### config.mk
export PLATFORM = sky130hd
export DESIGN_NAME = mul_seq32_flat
export DESIGN_NICKNAME = d
export VERILOG_FILES = /design/src/rtl/mul_seq32_pkg.sv /design/src/rtl/mul_seq32_if.sv /design/src/rtl/mul_step.sv /design/src/rtl/mul_seq32.sv /design/src/flat_wrapper.sv
export SDC_FILE = /design/constraint.sdc
export NUM_CORES = 1
export LEC_CHECK = 0
export CAP_MARGIN = 20
export CORE_MARGIN = 3
export CORE_UTILIZATION = 33
export CTS_BUF_LIST = sky130_fd_sc_hd__clkbuf_4
export DETAILED_ROUTE_END_ITERATION = 16
export GPL_TIMING_DRIVEN = 0
export PLACE_DENSITY = 0.54
export SLEW_MARGIN = 40
export SYNTH_ARGS = -nofsm -noshare
export SYNTH_HDL_FRONTEND = slang
export SYNTH_SLANG_ARGS = --single-unit
### constraint.sdc
create_clock -name clk_i -period 3.1 [get_ports clk_i]
set_clock_uncertainty 0.05 [all_clocks]
set_input_delay 0.465 -clock clk_i [delete_from_list [all_inputs] [get_ports clk_i]]
set_output_delay 0.465 -clock clk_i [all_outputs]
set_load 0.005 [all_outputs]
### src/rtl/mul_seq32_pkg.sv
// Shared types and constants for the mul_seq32 iterative multiplier.
package mul_seq32_pkg;

  localparam int unsigned W_DEF = 32;
  localparam int unsigned CNT_W = $clog2(W_DEF);

  typedef enum logic [1:0] {
    IDLE,
    RUN,
    DONE
  } state_t;

endpackage

### src/rtl/mul_seq32_if.sv
// Operand/result handshake bundle for mul_seq32; master drives operands, slave is the multiplier.
interface mul_seq32_if
  import mul_seq32_pkg::*;
#(
  parameter int unsigned W = W_DEF
);

  logic           in_valid_i;
  logic           in_ready_o;
  logic [W-1:0]   A_i;
  logic [W-1:0]   B_i;
  logic           out_valid_o;
  logic           out_ready_i;
  logic [2*W-1:0] P_o;
  logic           hi_nz_o;

  modport master (
    output in_valid_i, A_i, B_i, out_ready_i,
    input  in_ready_o, out_valid_o, P_o, hi_nz_o
  );

  modport slave (
    input  in_valid_i, A_i, B_i, out_ready_i,
    output in_ready_o, out_valid_o, P_o, hi_nz_o
  );

endinterface

### src/rtl/mul_step.sv
// One radix-2 shift-add step: conditional add of the multiplicand, then a one-bit right shift.
module mul_step #(
  parameter int unsigned W = 32
) (
  input  logic [W-1:0] acc,
  input  logic [W-1:0] mcand,
  input  logic         lsb,
  output logic [W-1:0] acc_next,
  output logic         shift_out
);

  logic [W:0] sum;

  // The add carry lands in the accumulator MSB after the shift, so nothing is lost.
  always_comb begin
    sum       = {1'b0, acc} + (lsb ? {1'b0, mcand} : '0);
    acc_next  = sum[W:1];
    shift_out = sum[0];
  end

endmodule

### src/rtl/mul_seq32.sv
// Iterative shift-add multiplier (W cycles per product) with valid/ready handshakes.
// Define MUL_SEQ_SIGNED_EN for two's-complement operands and product.
module mul_seq32
  import mul_seq32_pkg::*;
#(
  parameter int unsigned W = W_DEF
) (
  input  logic       clk_i,
  input  logic       rst_n_i,
  mul_seq32_if.slave bus
);

  localparam int unsigned CW = $clog2(W);

  state_t         state;
  state_t         state_nxt;
  logic           rdy_en;
  logic           accept;
  logic           last;
  logic [CW-1:0]  cnt;
  logic [W-1:0]   acc;
  logic [W-1:0]   mcand;
  logic [W-1:0]   mult;
  logic [W-1:0]   acc_nxt;
  logic [W-1:0]   mag_a;
  logic [W-1:0]   mag_b;
  logic           shift_out;
  logic [2*W-1:0] prod;
  logic [2*W-1:0] result;
  logic [2*W-1:0] p_q;
  logic           hi_nz;
  logic           hi_q;

  mul_step #(.W(W)) u_step (
    .acc       (acc),
    .mcand     (mcand),
    .lsb       (mult[0]),
    .acc_next  (acc_nxt),
    .shift_out (shift_out)
  );

  // Product as it will look after the current step; only captured on the last step.
  assign prod = {acc_nxt, shift_out, mult[W-1:1]};

`ifdef MUL_SEQ_SIGNED_EN
  logic neg;

  always_comb begin
    mag_a  = bus.A_i[W-1] ? (~bus.A_i + W'(1)) : bus.A_i;
    mag_b  = bus.B_i[W-1] ? (~bus.B_i + W'(1)) : bus.B_i;
    result = neg ? (~prod + (2*W)'(1)) : prod;
    // Fits in W signed bits only when the top W+1 bits are all equal.
    hi_nz  = ~((&result[2*W-1:W-1]) | ~(|result[2*W-1:W-1]));
  end

  always_ff @(posedge clk_i or negedge rst_n_i) begin
    if (!rst_n_i) begin
      neg <= 1'b0;
    end else if (accept) begin
      neg <= bus.A_i[W-1] ^ bus.B_i[W-1];
    end
  end
`else
  always_comb begin
    mag_a  = bus.A_i;
    mag_b  = bus.B_i;
    result = prod;
    hi_nz  = |result[2*W-1:W];
  end
`endif

  always_ff @(posedge clk_i or negedge rst_n_i) begin
    if (!rst_n_i) begin
      state <= IDLE;
    end else begin
      state <= state_nxt;
    end
  end

  always_comb begin
    state_nxt       = state;
    accept          = 1'b0;
    last            = 1'b0;
    bus.in_ready_o  = 1'b0;
    bus.out_valid_o = 1'b0;
    case (state)
      IDLE: begin
        bus.in_ready_o = rdy_en;
        accept         = rdy_en & bus.in_valid_i;
        if (accept) begin
          state_nxt = RUN;
        end
      end
      RUN: begin
        last = (cnt == '0);
        if (last) begin
          state_nxt = DONE;
        end
      end
      DONE: begin
        bus.out_valid_o = 1'b1;
        if (bus.out_ready_i) begin
          state_nxt = IDLE;
        end
      end
      default: state_nxt = IDLE;
    endcase
  end

  // rdy_en keeps in_ready low until the first edge after reset release.
  always_ff @(posedge clk_i or negedge rst_n_i) begin
    if (!rst_n_i) begin
      rdy_en <= 1'b0;
      cnt    <= '0;
      acc    <= '0;
      mcand  <= '0;
      mult   <= '0;
      p_q    <= '0;
      hi_q   <= 1'b0;
    end else begin
      rdy_en <= 1'b1;
      if (accept) begin
        mcand <= mag_a;
        mult  <= mag_b;
        acc   <= '0;
        cnt   <= CW'(W - 1);
      end else if (state == RUN) begin
        acc  <= acc_nxt;
        mult <= {shift_out, mult[W-1:1]};
        if (last) begin
          p_q  <= result;
          hi_q <= hi_nz;
        end else begin
          cnt <= cnt - CW'(1);
        end
      end
    end
  end

  assign bus.P_o     = p_q;
  assign bus.hi_nz_o = hi_q;

endmodule

### src/flat_wrapper.sv
// flat-port wrapper written by rule: the top's interface ports become plain ports
module mul_seq32_flat import mul_seq32_pkg::*;
#(
  parameter int unsigned W = W_DEF
)
  (clk_i, rst_n_i, bus_in_valid_i, bus_A_i, bus_B_i, bus_out_ready_i, bus_in_ready_o, bus_out_valid_o, bus_P_o, bus_hi_nz_o);
  mul_seq32_if #(.W(W)) bus_i ();
  input  logic clk_i;
  input  logic rst_n_i;
  input wire logic [$bits(bus_i.in_valid_i)-1:0] bus_in_valid_i;
  input wire logic [$bits(bus_i.A_i)-1:0] bus_A_i;
  input wire logic [$bits(bus_i.B_i)-1:0] bus_B_i;
  input wire logic [$bits(bus_i.out_ready_i)-1:0] bus_out_ready_i;
  output wire logic [$bits(bus_i.in_ready_o)-1:0] bus_in_ready_o;
  output wire logic [$bits(bus_i.out_valid_o)-1:0] bus_out_valid_o;
  output wire logic [$bits(bus_i.P_o)-1:0] bus_P_o;
  output wire logic [$bits(bus_i.hi_nz_o)-1:0] bus_hi_nz_o;
  assign bus_i.in_valid_i = bus_in_valid_i;
  assign bus_i.A_i = bus_A_i;
  assign bus_i.B_i = bus_B_i;
  assign bus_i.out_ready_i = bus_out_ready_i;
  assign bus_in_ready_o = bus_i.in_ready_o;
  assign bus_out_valid_o = bus_i.out_valid_o;
  assign bus_P_o = bus_i.P_o;
  assign bus_hi_nz_o = bus_i.hi_nz_o;
  mul_seq32 #(.W(W)) u_core (.clk_i(clk_i), .rst_n_i(rst_n_i), .bus(bus_i));
endmodule
* Yosys cells after proc, flatten, opt, wreduce, memory -nomap -nowiden *
Index checks and enable logic that the tools add are counted.

storage, ports and cells
  bits in registers = 169
  bits in latches = 0
  bits in writable memories = 0
  bits in read-only memories = 0
  input port bits = 68
  output and inout port bits = 67
  logic and storage cells = 41
  memories = 0

operators by class
  $add $sub $neg = 2
  $mul = 0
  div/mod/pow operators = 0
  $lt $le $gt $ge = 0
  eq/ne operators = 6
  shifts and indexed selects = 0
  muxes and demuxes = 16
  bitwise gates (word level) = 2
  reductions and logical operators = 7

operator list
  cell                                                                    number
  32-bit two-way mux                                                      5
  32-bit by 33-bit adder with 33-bit output                               1
  32-bit OR reduction                                                     1
  5-bit two-way mux                                                       3
  2-bit two-way mux                                                       3
  2-bit by 1-bit != test with 1-bit output (second input constant)        3
  2-bit case mux with 3 select lines                                      1
  3-bit AND reduction                                                     2
  5-bit logical NOT                                                       1
  5-bit by 1-bit subtractor with 5-bit output (second input constant)     1
  1-bit two-way mux                                                       4
  2-bit by 1-bit equality test with 1-bit output (second input constant)  1
  2-bit equality test (second input constant)                             1
  2-bit logical NOT                                                       1
  2-bit != test (second input constant)                                   1
  2-bit AND reduction                                                     1
  2-bit nonzero test                                                      1
  1-bit AND                                                               1
  1-bit inverter                                                          1

* Longest topological paths before layout *
  depth in word-level cells = 5
  depth in mapped cells = 14

* By module *
A second synthesis with hierarchy kept.

second synthesis, totals
  cells, all modules = 925
  area, all modules = 8,941.1 µm²

modules (own cells, without submodules)
  module     instances  cells an instance  area an instance (µm²)  sequential area each (µm²)
  mul_seq32  1          635                6,951.7                 4,229.1
  mul_step   1          290                1,989.4                 0.0

* Worst setup path before layout *
OpenSTA, ideal clock, no wires.

  kind = flip-flop to flip-flop
  from = reg u_core.mult[0]
  to = reg u_core.hi_q (netlist: u_core.bus.hi_nz_o)
  setup time = 0.143 ns
  arrival = 3.086 ns
  slack = -0.179 ns
  cell stages (with the launch flop) = 14
  buffers on the path = 0
  clock period less this slack = 3.279 ns
  cell sequence = dfrtp_1 and2_1 ha_1 fa_1 a21o_1 a221oi_4 o22ai_1 and2_4 o31ai_4 o21ai_2 a221o_1 a21oi_2 xor2_1 a41oi_1

on the way
  longest elaborated chain between the ends = 3

RTL lines
  element                                    RTL line          text
  start: declaration                         mul_seq32.sv:23   logic [W-1:0] mult;
  start signal: assignment                   mul_seq32.sv:124  mult <= mag_b;
  start signal: assignment                   mul_seq32.sv:129  mult <= {shift_out, mult[W-1:1]};
  32-bit two-way mux                         mul_step.sv:16    sum = {1'b0, acc} + (lsb ? {1'b0, mcand} : '0);
  32-bit by 33-bit adder with 33-bit output  mul_step.sv:16
  32-bit OR reduction                        mul_seq32.sv:68   hi_nz = |result[2*W-1:W];
  end signal: assignment                     mul_seq32.sv:132  hi_q <= hi_nz;
  end: declaration                           mul_seq32.sv:32   logic hi_q;

Every way passes these cells.
A chain may end at the register's enable or synchronous reset.

* Worst setup path after layout *
Ends and elaborated chain as after synthesis.

==> impl_metrics.env <==
export IMPL_reg2reg_slack_ps=-490
export IMPL_initial_utilization_pct=33.9
export IMPL_avgSynthCellArea_um2=9.23
export IMPL_synth_cell_area_um2=8610
export IMPL_die_h_um=168
export IMPL_ir_worst_vdd_uv=460
export IMPL_final_nets=1221
export IMPL_grt_pass1_vias=7388
export IMPL_fmaxAchievable_mhz=278
export IMPL_drv_slew=0
export IMPL_p_seq_share_pct=31.3
export IMPL_design_area_um2=11600
export IMPL_synth_top_area_share_pct=49.1
export IMPL_pwr_share_comb_pct=57.5
export IMPL_p_sw_share_pct=44.1
export IMPL_worst_pin_slew_ps=835
export IMPL_layout_drive_gt1_share_pct=18.2
export IMPL_maxCapViolations=0
export IMPL_drc=0
export IMPL_synthToLayoutAreaGrowth_pct=34.6
export IMPL_grt_max_degree=70
export IMPL_hold_class="primary input to async pin"
export IMPL_pwr_share_clk_pct=11.2
export IMPL_ff2ff_path_depth=15
export IMPL_drt_total_wl_um=25500
export IMPL_crit_path_max_fanout=6
export IMPL_reg2reg_to="u_core.bus.hi_nz_o$_DFFE_PN0P_"
export IMPL_powerDensity_nw_per_um2=1040
export IMPL_synth_commonest_cells="224 x nand2_1, 169 x dfrtp_1, 77 x o21ai_0"
export IMPL_clock_sinks=169
export IMPL_ys_types=60
export IMPL_synthesis_nets=1036
export IMPL_ys_warn_count=0
export IMPL_fp_row_count=58
export IMPL_critPathLaunch="u_core.mult[0]$_DFFE_PN0P_"
export IMPL_synth_area_leader_cell="dfrtp_1"
export IMPL_synth_seq_cells=169
export IMPL_drtAntennaViolNets=0
export IMPL_ioPinCount=135
export IMPL_power_leakage_nw=5.13
export IMPL_numCtsBuffers=17
export IMPL_synth_edf_count=0
export IMPL_hold_viol=0
export IMPL_setup_viol=7
export IMPL_dr_total_vias=7395
export IMPL_postSynthCellCount=933
export IMPL_yosys_top_cells_area="dfrtp_1 49%, nand2_1 9.8%, ha_1 4.9%"
export IMPL_grt_usage_pct=18.1
export IMPL_setup_slack_ps=-493
export IMPL_critPathRequiredTime_ps=3520
export IMPL_yosys_cell_count_top_type="nand2_1"
export IMPL_netSwitchingPower_mw=5.34
export IMPL_setup_worst_path_end_class="flip-flop"
export IMPL_cts_tree="built"
export IMPL_fin_hold_ws_ps=268
export IMPL_drtIter0Drc=412
export IMPL_path_clk_slew_ps=160
export IMPL_cts_root_buf="clkbuf_4"
export IMPL_detailed_place_hpwl_um=18000
export IMPL_h_tree_depth=4
export IMPL_worstSetupPathType="flip-flop to flip-flop"
export IMPL_first_pass_iters=5
export IMPL_clock_latency_ps=590
export IMPL_start_kind="flip-flop"
export IMPL_violations="negative setup slack"
export IMPL_detail_route_vias_per_cell=5.06
export IMPL_grt_overflow=0
export IMPL_async_flop_share_pct=100
export IMPL_slew_headroom_pct=44.3
export IMPL_core_um2=25400
export IMPL_die_area_um2=28100
export IMPL_rsz0062_at_grt="true"
export IMPL_status="finished, violations left"
export IMPL_dominantRegCellSynth="dfrtp_1"
export IMPL_ys_seq_area_share_pct=49.1
export IMPL_antenna_found_initial=1
export IMPL_post_route_util_pct=45.6
export IMPL_die_w_um=168
export IMPL_period_minus_slack_ps=3590
export IMPL_grt_pass1_wl_um=41000
export IMPL_cts_path_max_buffers=2
export IMPL_place_area_um2=10400
export IMPL_finalCritPeriodShare_pct=116
export IMPL_cp_arrival_ps=4010
export IMPL_power_internal_mw=6.77
export IMPL_gp_congestion=0.860
export IMPL_r2r_start="u_core.mult[0]$_DFFE_PN0P_"
export IMPL_portBuffers=134
export IMPL_wl_per_cell_um=17.4
cell usage in the layout (no fill, tap or decap), types with 7 or more instances in the layout:
cell               n
nand2_1          223
dfrtp_1          168
clkdlybuf4s50_1  133
o21ai_0           65
clkbuf_1          43
nor2_1            43
nand3_1           42
mux2_2            34
buf_4             33
a31oi_1           32
and2_1            29
clkbuf_4          19
ha_1              19
a21oi_1           18
nand4_1           14
a21oi_2           12
a21o_1            12
xor2_1            12
ha_4               9
o21ai_1            8
buf_6              7
xnor2_2            7
power by group through the flow:
| stage | Sequential (mW) | Combinational [mW] | Clock (mW) |
|---|---|---|---|
| 2_1_floorplan | 3.65 | 3.62 | 0 |
| 3_3_place_gp | 3.78 | 5.45 | 0 |
| 3_5_place_dp | 3.79 | 5.53 | 0 |
| 4_1_cts | 3.77 | 6.47 | 1.41 |
| 5_1_grt | 3.93 | 7.68 | 1.49 |
| 6_report | 3.79 | 6.97 | 1.35 |
per-layer routing:
metal	part of all wire [%]	track usage [%]	wire (um)	vias to the layer above
li1	-	-	-	3601
met1	48	26.3	12300	3614
met2	47	28.5	11900	156
met3	3.7	2.97	935	24
met4	1.5	4.23	388	0
met5	0	0	0	-
state kept, by name (all words and copies together) (netlist names):
signal / cells
u_core.acc: 32
u_core.bus.hi_nz_o: 1
u_core.mult: 32
u_core.cnt: 5
u_core.mcand: 32
u_core.rdy_en: 1
u_core.bus.P_o: 64
u_core.state: 2
worst max-delay path by stage:
| stage | to | slack [ps] | cells after the start |
|---|---|---|---|
| 3_5_place_dp | u_core.bus.hi_nz_o$_DFFE_PN0P_ | -1270 | 13 |
| 4_1_cts | u_core.bus.hi_nz_o$_DFFE_PN0P_ | -450 | 14 |
| 3_3_place_gp | u_core.bus.P_o[8]$_DFFE_PN0P_ | -5770 | 1 |
| 2_1_floorplan | u_core.bus.hi_nz_o$_DFFE_PN0P_ | -40 | 13 |
| 5_1_grt | u_core.bus.hi_nz_o$_DFFE_PN0P_ | -590 | 14 |
| 6_report | u_core.bus.hi_nz_o$_DFFE_PN0P_ | -490 | 15 |
repair_timing:
action,CTS,global route
cloned,0,1
endpoints found under the setup margin,40,25
resized for setup,80,49
pin swaps,36,22
endpoints found under the hold margin,41,0
setup buffers,26,10
hold buffers,1,0
critical path, stage by stage, from the launching register on:
cell      delay (ps)
dfrtp_2          540
buf_8            180
buf_6            130
and2_4           140
ha_4             230
buf_6            130
and4_4           170
and3_4           180
a221o_1          300
a211oi_2         250
nor2_1           120
xnor2_2          220
nand3_2          120
nor4b_4          300
and4_4           290
a41oi_2          120
logic make-up after synthesis:
group                      after synthesis  synth area share [%]
adders and majority gates               35                  5.17
AOI/OAI and AO/OA                      193                  13.9
buffers and inverters                   68                  3.17
DFF                                    169                  49.1
other                                    1                0.0435
xor gates and xnor gates                29                  2.95
muxes                                   34                  4.45
and+or+nand+nor                        404                  21.2
layout make-up:
class                      instances  area (um^2)
timing repair buffer             173         1710
inverter                           5         18.8
sequential                       169         4230
multi-input combinational        696         4630
fill                            2512        13800
clock buffer                      17          128
buffer                            56          278
clock inverter                    15          183
antenna                            1         2.50
tap                              330          413
metrics by stage:
step	std cells	worst slack [ps]	TNS [ps]	power (mW)
global placement	1397	-5770	-981240	9.23
finish	1462	-493	-2190	12.1
detailed placement	1399	-1270	-11560	9.32
CTS	1454	-450	-2150	11.7
global route	1462	-591	-3280	13.1
floorplan	933	-35.6	-35.6	7.27
(Power assumes the default switching activity.)
